<file path="src/rtl/rs_tagged_issue_if.sv">
// Dispatch, CDB and issue bundle for the tag-based reservation station.
// The master side drives dispatch/CDB/issue_ready; the slave side is the station itself.
interface rs_tagged_issue_if #(
   parameter int TAG_W     = 6,
   parameter int DATA_W    = 32,
   parameter int PAYLOAD_W = 64,
   parameter int CNT_W     = 4
);
   logic                 flush;
   logic                 disp_valid;
   logic                 disp_ready;
   logic [PAYLOAD_W-1:0] disp_payload;
   logic [TAG_W-1:0]     disp_dest_tag;
   logic                 disp_src1_rdy;
   logic                 disp_src2_rdy;
   logic [TAG_W-1:0]     disp_src1_tag;
   logic [TAG_W-1:0]     disp_src2_tag;
   logic [DATA_W-1:0]    disp_src1_val;
   logic [DATA_W-1:0]    disp_src2_val;
   logic                 cdb_valid;
   logic [TAG_W-1:0]     cdb_tag;
   logic [DATA_W-1:0]    cdb_value;
   logic                 issue_valid;
   logic                 issue_ready;
   logic [PAYLOAD_W-1:0] issue_payload;
   logic [TAG_W-1:0]     issue_dest_tag;
   logic [DATA_W-1:0]    issue_src1_val;
   logic [DATA_W-1:0]    issue_src2_val;
   logic [CNT_W-1:0]     count;

   modport master (
      output flush, disp_valid, disp_payload, disp_dest_tag,
             disp_src1_rdy, disp_src2_rdy, disp_src1_tag, disp_src2_tag,
             disp_src1_val, disp_src2_val, cdb_valid, cdb_tag, cdb_value, issue_ready,
      input  disp_ready, issue_valid, issue_payload, issue_dest_tag,
             issue_src1_val, issue_src2_val, count
   );

   modport slave (
      input  flush, disp_valid, disp_payload, disp_dest_tag,
             disp_src1_rdy, disp_src2_rdy, disp_src1_tag, disp_src2_tag,
             disp_src1_val, disp_src2_val, cdb_valid, cdb_tag, cdb_value, issue_ready,
      output disp_ready, issue_valid, issue_payload, issue_dest_tag,
             issue_src1_val, issue_src2_val, count
   );
endinterface

</file>
<file path="src/rtl/rs_tagged_issue.sv">
// Tag-based reservation station: CDB wakeup, age-ordered (rank) select, flush.
// Optional macro RS_WAKEUP_BYPASS_EN enables same-cycle CDB-to-issue bypass.
module rs_tagged_issue #(
   parameter int DEPTH     = 8,
   parameter int TAG_W     = 6,
   parameter int DATA_W    = 32,
   parameter int PAYLOAD_W = 64
) (
   input logic              clk,
   input logic              reset_n,
   rs_tagged_issue_if.slave bus
);
   localparam int CNT_W = $clog2(DEPTH + 1);
   localparam int IDX_W = $clog2(DEPTH);

   logic [DEPTH-1:0]     valid_q;
   logic [DEPTH-1:0]     src1_rdy_q;
   logic [DEPTH-1:0]     src2_rdy_q;
   logic [TAG_W-1:0]     src1_tag_q [DEPTH];
   logic [TAG_W-1:0]     src2_tag_q [DEPTH];
   logic [DATA_W-1:0]    src1_val_q [DEPTH];
   logic [DATA_W-1:0]    src2_val_q [DEPTH];
   logic [TAG_W-1:0]     dest_tag_q [DEPTH];
   logic [PAYLOAD_W-1:0] payload_q  [DEPTH];
   logic [IDX_W-1:0]     rank_q     [DEPTH];
   logic [CNT_W-1:0]     count_q;

   logic [DEPTH-1:0]  src1_ok;
   logic [DEPTH-1:0]  src2_ok;
   logic              sel_found;
   logic [IDX_W-1:0]  sel_idx;
   logic [IDX_W-1:0]  sel_rank;
   logic              free_found;
   logic [IDX_W-1:0]  free_idx;
   logic [DATA_W-1:0] sel_src1_val;
   logic [DATA_W-1:0] sel_src2_val;
   logic              issue_fire;
   logic              disp_fire;
   logic              disp_src1_rdy_eff;
   logic              disp_src2_rdy_eff;

   always_comb begin
      src1_ok = '0;
      src2_ok = '0;
      for (int i = 0; i < DEPTH; i++) begin
`ifdef RS_WAKEUP_BYPASS_EN
         src1_ok[i] = src1_rdy_q[i] | (bus.cdb_valid && (bus.cdb_tag == src1_tag_q[i]));
         src2_ok[i] = src2_rdy_q[i] | (bus.cdb_valid && (bus.cdb_tag == src2_tag_q[i]));
`else
         src1_ok[i] = src1_rdy_q[i];
         src2_ok[i] = src2_rdy_q[i];
`endif
      end
   end

   // Oldest ready entry wins; ranks of valid entries are unique so no tie-break needed.
   always_comb begin
      sel_found  = 1'b0;
      sel_idx    = '0;
      sel_rank   = '0;
      free_found = 1'b0;
      free_idx   = '0;
      for (int i = 0; i < DEPTH; i++) begin
         if (valid_q[i] && src1_ok[i] && src2_ok[i] && (!sel_found || rank_q[i] < sel_rank)) begin
            sel_found = 1'b1;
            sel_idx   = IDX_W'(i);
            sel_rank  = rank_q[i];
         end
         if (!valid_q[i] && !free_found) begin
            free_found = 1'b1;
            free_idx   = IDX_W'(i);
         end
      end
   end

   always_comb begin
      sel_src1_val = src1_val_q[sel_idx];
      sel_src2_val = src2_val_q[sel_idx];
`ifdef RS_WAKEUP_BYPASS_EN
      if (!src1_rdy_q[sel_idx]) sel_src1_val = bus.cdb_value;
      if (!src2_rdy_q[sel_idx]) sel_src2_val = bus.cdb_value;
`endif
   end

   assign bus.disp_ready     = (count_q != CNT_W'(DEPTH));
   assign bus.count          = count_q;
   assign bus.issue_valid    = sel_found;
   assign bus.issue_payload  = sel_found ? payload_q[sel_idx]  : '0;
   assign bus.issue_dest_tag = sel_found ? dest_tag_q[sel_idx] : '0;
   assign bus.issue_src1_val = sel_found ? sel_src1_val : '0;
   assign bus.issue_src2_val = sel_found ? sel_src2_val : '0;

   assign issue_fire = sel_found && bus.issue_ready && !bus.flush;
   assign disp_fire  = bus.disp_valid && bus.disp_ready && free_found && !bus.flush;

   assign disp_src1_rdy_eff = bus.disp_src1_rdy | (bus.cdb_valid && (bus.cdb_tag == bus.disp_src1_tag));
   assign disp_src2_rdy_eff = bus.disp_src2_rdy | (bus.cdb_valid && (bus.cdb_tag == bus.disp_src2_tag));

   // Wakeup, issue-free with rank compaction, and dispatch all resolve in one edge.
   always_ff @(posedge clk or negedge reset_n) begin
      if (!reset_n) begin
         valid_q    <= '0;
         src1_rdy_q <= '0;
         src2_rdy_q <= '0;
         count_q    <= '0;
         for (int i = 0; i < DEPTH; i++) begin
            src1_tag_q[i] <= '0;
            src2_tag_q[i] <= '0;
            src1_val_q[i] <= '0;
            src2_val_q[i] <= '0;
            dest_tag_q[i] <= '0;
            payload_q[i]  <= '0;
            rank_q[i]     <= '0;
         end
      end else if (bus.flush) begin
         valid_q <= '0;
         count_q <= '0;
         for (int i = 0; i < DEPTH; i++) rank_q[i] <= '0;
      end else begin
         for (int i = 0; i < DEPTH; i++) begin
            if (valid_q[i] && !src1_rdy_q[i] && bus.cdb_valid && (bus.cdb_tag == src1_tag_q[i])) begin
               src1_rdy_q[i] <= 1'b1;
               src1_val_q[i] <= bus.cdb_value;
            end
            if (valid_q[i] && !src2_rdy_q[i] && bus.cdb_valid && (bus.cdb_tag == src2_tag_q[i])) begin
               src2_rdy_q[i] <= 1'b1;
               src2_val_q[i] <= bus.cdb_value;
            end
            if (issue_fire && (sel_idx == IDX_W'(i))) begin
               valid_q[i] <= 1'b0;
            end else if (issue_fire && valid_q[i] && (rank_q[i] > sel_rank)) begin
               rank_q[i] <= rank_q[i] - IDX_W'(1);
            end
         end
         if (disp_fire) begin
            valid_q[free_idx]    <= 1'b1;
            payload_q[free_idx]  <= bus.disp_payload;
            dest_tag_q[free_idx] <= bus.disp_dest_tag;
            src1_tag_q[free_idx] <= bus.disp_src1_tag;
            src2_tag_q[free_idx] <= bus.disp_src2_tag;
            src1_rdy_q[free_idx] <= disp_src1_rdy_eff;
            src2_rdy_q[free_idx] <= disp_src2_rdy_eff;
            src1_val_q[free_idx] <= bus.disp_src1_rdy ? bus.disp_src1_val : bus.cdb_value;
            src2_val_q[free_idx] <= bus.disp_src2_rdy ? bus.disp_src2_val : bus.cdb_value;
            rank_q[free_idx]     <= IDX_W'(count_q - CNT_W'(issue_fire));
         end
         count_q <= count_q + CNT_W'(disp_fire) - CNT_W'(issue_fire);
      end
   end
endmodule

</file>
<file path="src/flat_wrapper.sv">
// flat-port wrapper written by rule: the top's interface ports become plain ports
module rs_tagged_issue_flat 
#(
   parameter int DEPTH     = 8,
   parameter int TAG_W     = 6,
   parameter int DATA_W    = 32,
   parameter int PAYLOAD_W = 64
)
  (clk, reset_n, bus_flush, bus_disp_valid, bus_disp_payload, bus_disp_dest_tag, bus_disp_src1_rdy, bus_disp_src2_rdy, bus_disp_src1_tag, bus_disp_src2_tag, bus_disp_src1_val, bus_disp_src2_val, bus_cdb_valid, bus_cdb_tag, bus_cdb_value, bus_issue_ready, bus_disp_ready, bus_issue_valid, bus_issue_payload, bus_issue_dest_tag, bus_issue_src1_val, bus_issue_src2_val, bus_count);
  rs_tagged_issue_if #(.TAG_W(TAG_W), .DATA_W(DATA_W), .PAYLOAD_W(PAYLOAD_W)) bus_i ();
  input logic clk;
  input logic reset_n;
  input wire logic [$bits(bus_i.flush)-1:0] bus_flush;
  input wire logic [$bits(bus_i.disp_valid)-1:0] bus_disp_valid;
  input wire logic [$bits(bus_i.disp_payload)-1:0] bus_disp_payload;
  input wire logic [$bits(bus_i.disp_dest_tag)-1:0] bus_disp_dest_tag;
  input wire logic [$bits(bus_i.disp_src1_rdy)-1:0] bus_disp_src1_rdy;
  input wire logic [$bits(bus_i.disp_src2_rdy)-1:0] bus_disp_src2_rdy;
  input wire logic [$bits(bus_i.disp_src1_tag)-1:0] bus_disp_src1_tag;
  input wire logic [$bits(bus_i.disp_src2_tag)-1:0] bus_disp_src2_tag;
  input wire logic [$bits(bus_i.disp_src1_val)-1:0] bus_disp_src1_val;
  input wire logic [$bits(bus_i.disp_src2_val)-1:0] bus_disp_src2_val;
  input wire logic [$bits(bus_i.cdb_valid)-1:0] bus_cdb_valid;
  input wire logic [$bits(bus_i.cdb_tag)-1:0] bus_cdb_tag;
  input wire logic [$bits(bus_i.cdb_value)-1:0] bus_cdb_value;
  input wire logic [$bits(bus_i.issue_ready)-1:0] bus_issue_ready;
  output wire logic [$bits(bus_i.disp_ready)-1:0] bus_disp_ready;
  output wire logic [$bits(bus_i.issue_valid)-1:0] bus_issue_valid;
  output wire logic [$bits(bus_i.issue_payload)-1:0] bus_issue_payload;
  output wire logic [$bits(bus_i.issue_dest_tag)-1:0] bus_issue_dest_tag;
  output wire logic [$bits(bus_i.issue_src1_val)-1:0] bus_issue_src1_val;
  output wire logic [$bits(bus_i.issue_src2_val)-1:0] bus_issue_src2_val;
  output wire logic [$bits(bus_i.count)-1:0] bus_count;
  assign bus_i.flush = bus_flush;
  assign bus_i.disp_valid = bus_disp_valid;
  assign bus_i.disp_payload = bus_disp_payload;
  assign bus_i.disp_dest_tag = bus_disp_dest_tag;
  assign bus_i.disp_src1_rdy = bus_disp_src1_rdy;
  assign bus_i.disp_src2_rdy = bus_disp_src2_rdy;
  assign bus_i.disp_src1_tag = bus_disp_src1_tag;
  assign bus_i.disp_src2_tag = bus_disp_src2_tag;
  assign bus_i.disp_src1_val = bus_disp_src1_val;
  assign bus_i.disp_src2_val = bus_disp_src2_val;
  assign bus_i.cdb_valid = bus_cdb_valid;
  assign bus_i.cdb_tag = bus_cdb_tag;
  assign bus_i.cdb_value = bus_cdb_value;
  assign bus_i.issue_ready = bus_issue_ready;
  assign bus_disp_ready = bus_i.disp_ready;
  assign bus_issue_valid = bus_i.issue_valid;
  assign bus_issue_payload = bus_i.issue_payload;
  assign bus_issue_dest_tag = bus_i.issue_dest_tag;
  assign bus_issue_src1_val = bus_i.issue_src1_val;
  assign bus_issue_src2_val = bus_i.issue_src2_val;
  assign bus_count = bus_i.count;
  rs_tagged_issue #(.DEPTH(DEPTH), .TAG_W(TAG_W), .DATA_W(DATA_W), .PAYLOAD_W(PAYLOAD_W)) u_core (.clk(clk), .reset_n(reset_n), .bus(bus_i));
endmodule
</file>
<file path="config.mk">
export PLATFORM = sky130hd
export DESIGN_NAME = rs_tagged_issue_flat
export DESIGN_NICKNAME = d
export VERILOG_FILES = /design/src/rtl/rs_tagged_issue_if.sv /design/src/rtl/rs_tagged_issue.sv /design/src/flat_wrapper.sv
export SDC_FILE = /design/constraint.sdc
export NUM_CORES = 2
export LEC_CHECK = 0
export CORE_MARGIN = 2
export CORE_UTILIZATION = 45
export DETAILED_ROUTE_END_ITERATION = 7
export SYNTH_ARGS = -nofsm -noshare
export SYNTH_HDL_FRONTEND = slang
export SYNTH_SLANG_ARGS = --single-unit
</file>
<file path="constraint.sdc">
create_clock -name clk -period 18.5 [get_ports clk]
set_input_delay 5.55 -clock clk [delete_from_list [all_inputs] [get_ports clk]]
set_output_delay 5.55 -clock clk [all_outputs]
set_load 0.05 [all_outputs]
</file>
Word-level counts from Yosys, hierarchy flattened

Index checks and enable logic that the tools add are counted.
Widths: inputs -> output; s select.

Register bits after elaboration: 1220
Latch bits: 0
RAM bits: 0
Memory bits (read-only): 0
Output and inout bits: 140
Word-level logic and storage cells: 468
Memories kept: 0

Add/sub/neg operators: 11
$mul: 0
Div/mod/pow operators: 0
$lt $le $gt $ge: 20
Eq/ne operators: 26
Shift operators: 0
Multiplexer cells: 188
Bitwise logic cells: 6
Reduce and logical (&&, ||, !) cells: 157

Operator list:

| operator            | count |
|---|---|
| $mux 32             | 41 |
| $bwmux 256          | 2 |
| $bwmux 512          | 1 |
| $mux 256            | 2 |
| $mux 64             | 4 |
| $bmux 32 s3         | 2 |
| $bmux 64 s3         | 1 |
| $demux 64 s3        | 1 |
| $bwmux 48           | 3 |
| $mux 3              | 41 |
| $logic_and 1x1->1   | 111 |
| $eq 6x6->1          | 18 |
| $demux 32 s3        | 1 |
| $mux 1              | 67 |
| $mux 24             | 2 |
| $logic_not 1->1     | 37 |
| $mux 8              | 4 |
| $bwmux 24           | 1 |
| $gt 3x3->1          | 8 |
| $mux 6              | 4 |
| $sub 3x1->3 const B | 8 |
| $lt 3x3->1          | 7 |
| $bmux 6 s3          | 1 |
| $demux 6 s3         | 1 |
| other kinds (23)    | 40 |

Logic depth before layout (Yosys ltp)

Depth after elaboration: 41
Depth in mapped cells: 69
Gate-level depth less buffers: 66

Worst setup path before layout

No wires, ideal clock.

Path type: flip-flop to output port
Start point: register u_core.valid_q[0]
End point: output bus_issue_payload[34]
Arrival time: 11.128 ns
Setup slack: 1.822 ns
Stages on the path, launching flop included: 60
Path buffers: 7
Cell sequence: dfrtp_1 -> buf_4 -> and3_1 -> buf_6 -> nand2_1 -> ha_1 -> a21o_1 -> a31oi_1 -> nor2_1 -> nor2_1 -> nand2_1 -> o21ai_0 -> inv_1 -> ha_1 -> o221ai_1 -> o211a_1 -> nor2_1 -> mux2_2 -> [... 24 more ...] -> ha_1 -> or2_2 -> a21o_1 -> a21boi_1 -> o21ai_1 -> a21oi_2 -> mux2i_1 -> ha_1 -> nor2b_1 -> mux2i_1 -> a22oi_2 -> o211ai_4 -> nor3_1 -> buf_2 -> buf_4 -> clkbuf_1 -> a21oi_1 -> a32o_1

Word-level cells in the longest chain between the ends: 36
Elaborated cells between the ends (all ways): 57

RTL lines:

| what                                                 | line                   | text |
|---|---|---|
| start: declaration                                   | rs_tagged_issue.sv:16  | `logic [DEPTH-1:0] valid_q;` |
| start signal: assignment                             | rs_tagged_issue.sv:102 | `valid_q <= '0;` |
| start signal: assignment                             | rs_tagged_issue.sv:116 | `valid_q <= '0;` |
| start signal: indexed assignment                     | rs_tagged_issue.sv:130 | `valid_q[i] <= 1'b0;` |
| $logic_and 1x1->1 (*) (2 in a row)                   | rs_tagged_issue.sv:64  | `if (valid_q[i] && src1_ok[i] && src2_ok[i] && (!sel_found \|\| rank_q[i] < sel_rank)) begin` |
| $mux 3 / $mux 1 (equally long branches)              | rs_tagged_issue.sv:64  |  |
| $lt 3x3->1 / $logic_not 1->1 (equally long branches) | rs_tagged_issue.sv:64  |  |
| $logic_or 1x1->1                                     | rs_tagged_issue.sv:64  |  |
| $logic_and 1x1->1                                    | rs_tagged_issue.sv:64  |  |
| $mux 3 / $mux 1 (equally long branches)              | rs_tagged_issue.sv:64  |  |
| $lt 3x3->1 / $logic_not 1->1 (equally long branches) | rs_tagged_issue.sv:64  |  |
| $logic_or 1x1->1                                     | rs_tagged_issue.sv:64  |  |
| [... 18 more ...]                                    | -                      |  |
| $lt 3x3->1 / $logic_not 1->1 (equally long branches) | rs_tagged_issue.sv:64  |  |
| $logic_or 1x1->1                                     | rs_tagged_issue.sv:64  |  |
| $logic_and 1x1->1                                    | rs_tagged_issue.sv:64  |  |
| $mux 3                                               | rs_tagged_issue.sv:64  |  |
| $not 3->4 (implied by the code)                      | rs_tagged_issue.sv:88  | `assign bus.issue_payload = sel_found ? payload_q[sel_idx] : '0;` |
| $bmux 64 s3                                          | rs_tagged_issue.sv:88  |  |
| $mux 64 (implied by the code) (2 in a row)           | rs_tagged_issue.sv:88  |  |
| $mux 64 (*)                                          | rs_tagged_issue.sv:88  |  |
| end: declaration                                     | flat_wrapper.sv:29     | `output wire logic [$bits(bus_i.issue_payload)-1:0] bus_issue_payload;` |

Mark *: on every way between the ends. The rest lies on a longest branch, timed or not. The select of a mux whose other input is x is not followed.

Worst setup path in the final report

Start point: register u_core.src2_rdy_q[0], in the netlist u_core.src2_ok[0]
End point: output bus_issue_src2_val[0]

Word-level cells in the longest chain between the ends: 35
Elaborated cells between the ends (all ways): 56

RTL lines:

| what                                                 | line                   | text |
|---|---|---|
| start: declaration                                   | rs_tagged_issue.sv:18  | `logic [DEPTH-1:0] src2_rdy_q;` |
| start signal: indexed assignment                     | rs_tagged_issue.sv:142 | `src2_rdy_q[free_idx] <= disp_src2_rdy_eff;` |
| $logic_and 1x1->1 (*)                                | rs_tagged_issue.sv:64  |  |
| $mux 3 / $mux 1 (equally long branches)              | rs_tagged_issue.sv:64  |  |
| $lt 3x3->1 / $logic_not 1->1 (equally long branches) | rs_tagged_issue.sv:64  |  |
| $logic_or 1x1->1                                     | rs_tagged_issue.sv:64  |  |
| $logic_and 1x1->1                                    | rs_tagged_issue.sv:64  |  |
| $mux 3 / $mux 1 (equally long branches)              | rs_tagged_issue.sv:64  |  |
| $lt 3x3->1 / $logic_not 1->1 (equally long branches) | rs_tagged_issue.sv:64  |  |
| $logic_or 1x1->1                                     | rs_tagged_issue.sv:64  |  |
| [... 18 more ...]                                    | -                      |  |
| $lt 3x3->1 / $logic_not 1->1 (equally long branches) | rs_tagged_issue.sv:64  |  |
| $logic_or 1x1->1                                     | rs_tagged_issue.sv:64  |  |
| $logic_and 1x1->1                                    | rs_tagged_issue.sv:64  |  |
| $mux 3                                               | rs_tagged_issue.sv:64  |  |
| $not 3->4 (implied by the code)                      | rs_tagged_issue.sv:78  | `sel_src2_val = src2_val_q[sel_idx];` |
| $bmux 32 s3                                          | rs_tagged_issue.sv:78  |  |
| $mux 32 (implied by the code) (2 in a row)           | rs_tagged_issue.sv:78  |  |
| $mux 32 (*)                                          | rs_tagged_issue.sv:91  | `assign bus.issue_src2_val = sel_found ? sel_src2_val : '0;` |
| end: declaration                                     | flat_wrapper.sv:32     | `output wire logic [$bits(bus_i.issue_src2_val)-1:0] bus_issue_src2_val;` |

Marks and branches as above.

==> out/metrics.yaml <==
run_status:
  outcome: "completed"
global_routing:
  antenna_found_initial: 22
  grt_first_pass_wirelength_mm: 355.3
  busiest_layer: "met2"
  grt-ovfl-total: 0
  met1_usage_pct: 42.77
  use_met3_pct: 6.053
  grt_use_met2_pct: 50.58
  grt_pass1_vias: 54949
  track_usage_pct: 31.81
  grt_max_degree: 205
clocking:
  htreeDepth: 4
  cts_tree: "yes"
  cts_hold_buf: 0
  clk_latency_ns: 0.80
  cts_sinks: 1220
  clkSlewWorstSetupHoldPaths_ns: 0.06
  cts_buffer_depth: 3
  numCtsBuffers: 140
  clockRootBuffer: "clkbuf_16"
floorplanning:
  die_w_um: 381.5
  die_h_um: 381.5
  start_util_pct: 45.30
  dieArea_um2: 145600
  core_area_um2: 141600
  row_count: 138
  pin_count: 332
synth:
  yosys.area_share.xor_xnor_pct: 1.666
  synth_compound_area_share_pct: 16.47
  ys_types: 86
  avgSynthCellArea_um2: 8.723
  synthSimpleGateAreaFrac_pct: 18.82
  syn_inst: 7353
  ys_seq_area_share_pct: 47.60
  synthArstFlopShare_pct: 100.0
  netlist_top_cells_count: "2433 x nand2_1, 1220 x dfrtp_1, 691 x a21oi_1"
  yosysMostFrequentCell: "nand2_1"
  syn_area_um2: 64140
  yosys-top-cells-area: "dfrtp_1 48%, nand2_1 14%, mux2i_1 9.4%"
  yosysWarnings: 0
  netlist.top_cell.by_area: "dfrtp_1"
  syn_nets: 7588
  synth.area.mux_share_pct: 9.477
  synth_edf_count: 0
  synth-main-ff-cell: "dfrtp_1"
  synth_top_family_by_area: "simple AND/OR/NAND/NOR gates"
  synth-seq-cells: 1220
  synth_top_cell_area_share_pct: 47.60
  synthAdderAreaFrac_pct: 0.9286
sta:
  slew_violations: 0
  hold_viol: 0
  timing.final.ws_setup_ns: 0.3569
  min_period_over_period_pct: 98.07
  layout_min_cycle_time_ns: 18.14
  worst_hold_slack_ns: 0.4714
  setup-violations-final: 0
  slew_headroom_pct: 16.65
  fin_skew_ns: 0.02868
  worst_pin_slew_ns: 1.250
  fmax_ghz: 0.05512
routing:
  drt_iter0_drc: 5979
  drt-total-wl_mm: 243.2
  via_count: 56352
  ant_nets: 0
  vias_per_cell: 6.021
  firstDrtPassIters: 6
  wl_per_cell_um: 25.98
  drc: 0
power:
  power_density_nw_per_um2: 95.02
  irDropWorstVdd_uv: 62.53
  leakage_nw: 33.65
  p_total_mw: 7.047
critical_path:
  worst_path_max_delay_cell: "or4_1"
  worstPathRequired_ns: 12.95
  cpPeakStageDelay_ns: 0.55
  cp-end-kind: "output pin"
  arrival_ns: 12.59
  path_class: "reg -> out"
  cp_common_cell: "ha_1"
  reg2regPathDepth: 61
  path_max_fanout: 28
  cp-start-kind: "register"
final_layout:
  fillers: 13207
  final_area_um2: 74160
  final_cells: 9359
  num-nets-final: 7588
  drive_above_1_share_pct: 8.756
  area_growth_pct: 15.63
job:
  drv_cap: 0
placement:
  hpwl_mm: 134.5
  port_buffers: 331
  placed_cell_area_um2: 68740
  routabilityCongestion: 0.8910
  pre_cts_ws_ns: 0.1426
  dp_cells: 9040
min_path:
  min_path_type: "reg -> reg"
  hold_depth: 2
[flip-flops by register name, summed over array words and instances (netlist names)]
name and count:
u_core.payload_q 512, u_core.src1_val_q 256, u_core.src2_val_q 256, u_core.dest_tag_q 48, u_core.src1_tag_q 48, u_core.src2_tag_q 48, u_core.rank_q 24, u_core.src1_ok 8
u_core.src2_ok 8, u_core.valid_q 8, u_core.bus.count 4
[worst paths after layout]
check | slack [ns] | startpoint | end
max | 0.36 | u_core.src2_ok[0]$_DFFE_PN0N_ | bus_issue_src2_val[0]
min reg2reg | 0.47 | u_core.payload_q[200]$_DFFE_PN0P_ | u_core.payload_q[200]$_DFFE_PN0P_
max reg2reg | 5.15 | u_core.src2_ok[0]$_DFFE_PN0N_ | u_core.rank_q[20]$_DFF_PN0_
max in group asynchronous | 10.70 | reset_n | u_core.src2_val_q[135]$_DFFE_PN0N_
min | 0.47 | u_core.payload_q[200]$_DFFE_PN0P_ | u_core.payload_q[200]$_DFFE_PN0P_
min in group asynchronous | 4.79 | reset_n | u_core.payload_q[167]$_DFFE_PN0P_
[cell usage in the layout, fill, tap and decap left out, drive strengths merged, types with 76 or more instances in the layout]
cell type / netlist / layout
a21oi: 692 / 692
a32o: 134 / 134
buf: 207 / 345
clkbuf: 489 / 226
clkdlybuf4s50: 0 / 193
dfrtp: 1220 / 1220
mux2i: 605 / 605
nand2: 2433 / 2433
nor2: 558 / 558
o22a: 529 / 529
xor2: 76 / 76
[per-stage QoR]
step	TNS [ns]	utilization, %
after floorplan	0	-
after global placement	0	48.55
after detailed placement	0	48.55
after CTS	0	51.76
after global routing	-4.401	52.37
final	0	52.38
[layer usage]
layer | up-vias | part of all wire, %
met1 | 28274 | 41
met5 | - | 0.044
met3 | 546 | 8.4
met4 | 20 | 4.0
li1 | 24929 | -
met2 | 2583 | 46
[cells by family (layout without fill, tap and decap cells)]
family	after synthesis	count (layout)
simple gates	3130	3130
compound gates	1489	1490
flops	1220	1220
buf+inv	737	841
mux	607	607
xor+xnor	122	122
fa+ha+maj	48	48
other cells	0	11
[area by class of cell]
type | instances | area (um^2) | area share [%]
clock inverter | 36 | 324.1 | 0.4369
antenna | 11 | 27.53 | 0.03712
inverter | 41 | 153.9 | 0.2075
clock buffer | 211 | 4134 | 5.574
tap | 1890 | 2365 | 3.189
multi-input combinational | 5397 | 30810 | 41.54
sequential | 1220 | 30530 | 41.16
timing repair buffer | 553 | 5823 | 7.852
[repair_timing]
action	in CTS	in global routing
hold endpoints to repair	0	0
cloned	1	16
endpoints found under the setup margin	134	134
buffers inserted	8	36
resized for setup	6	38
pin swaps	4	10
[power breakdown]
part           total [mW]  leakage [nW]  switching [mW]  internal, mW
Clock                2.74          2.19            1.18          1.56
Sequential           3.16          16.5           0.179          2.98
Combinational        1.14          15.0           0.691         0.452
Total                7.05          33.6            2.05          5.00
[worst max-delay path: cells and delay by family, from the launching register on]
family,cells,cell delay (ns)
multiplexers,3,0.64
AND/OR/NAND/NOR,14,2.57
buffers and inverters,7,1.20
adder cells (fa/ha/maj),7,2.03
flip-flops,1,0.39
AO/OA/AOI/OAI,25,4.94
Power figures use the tool's default switching activity.
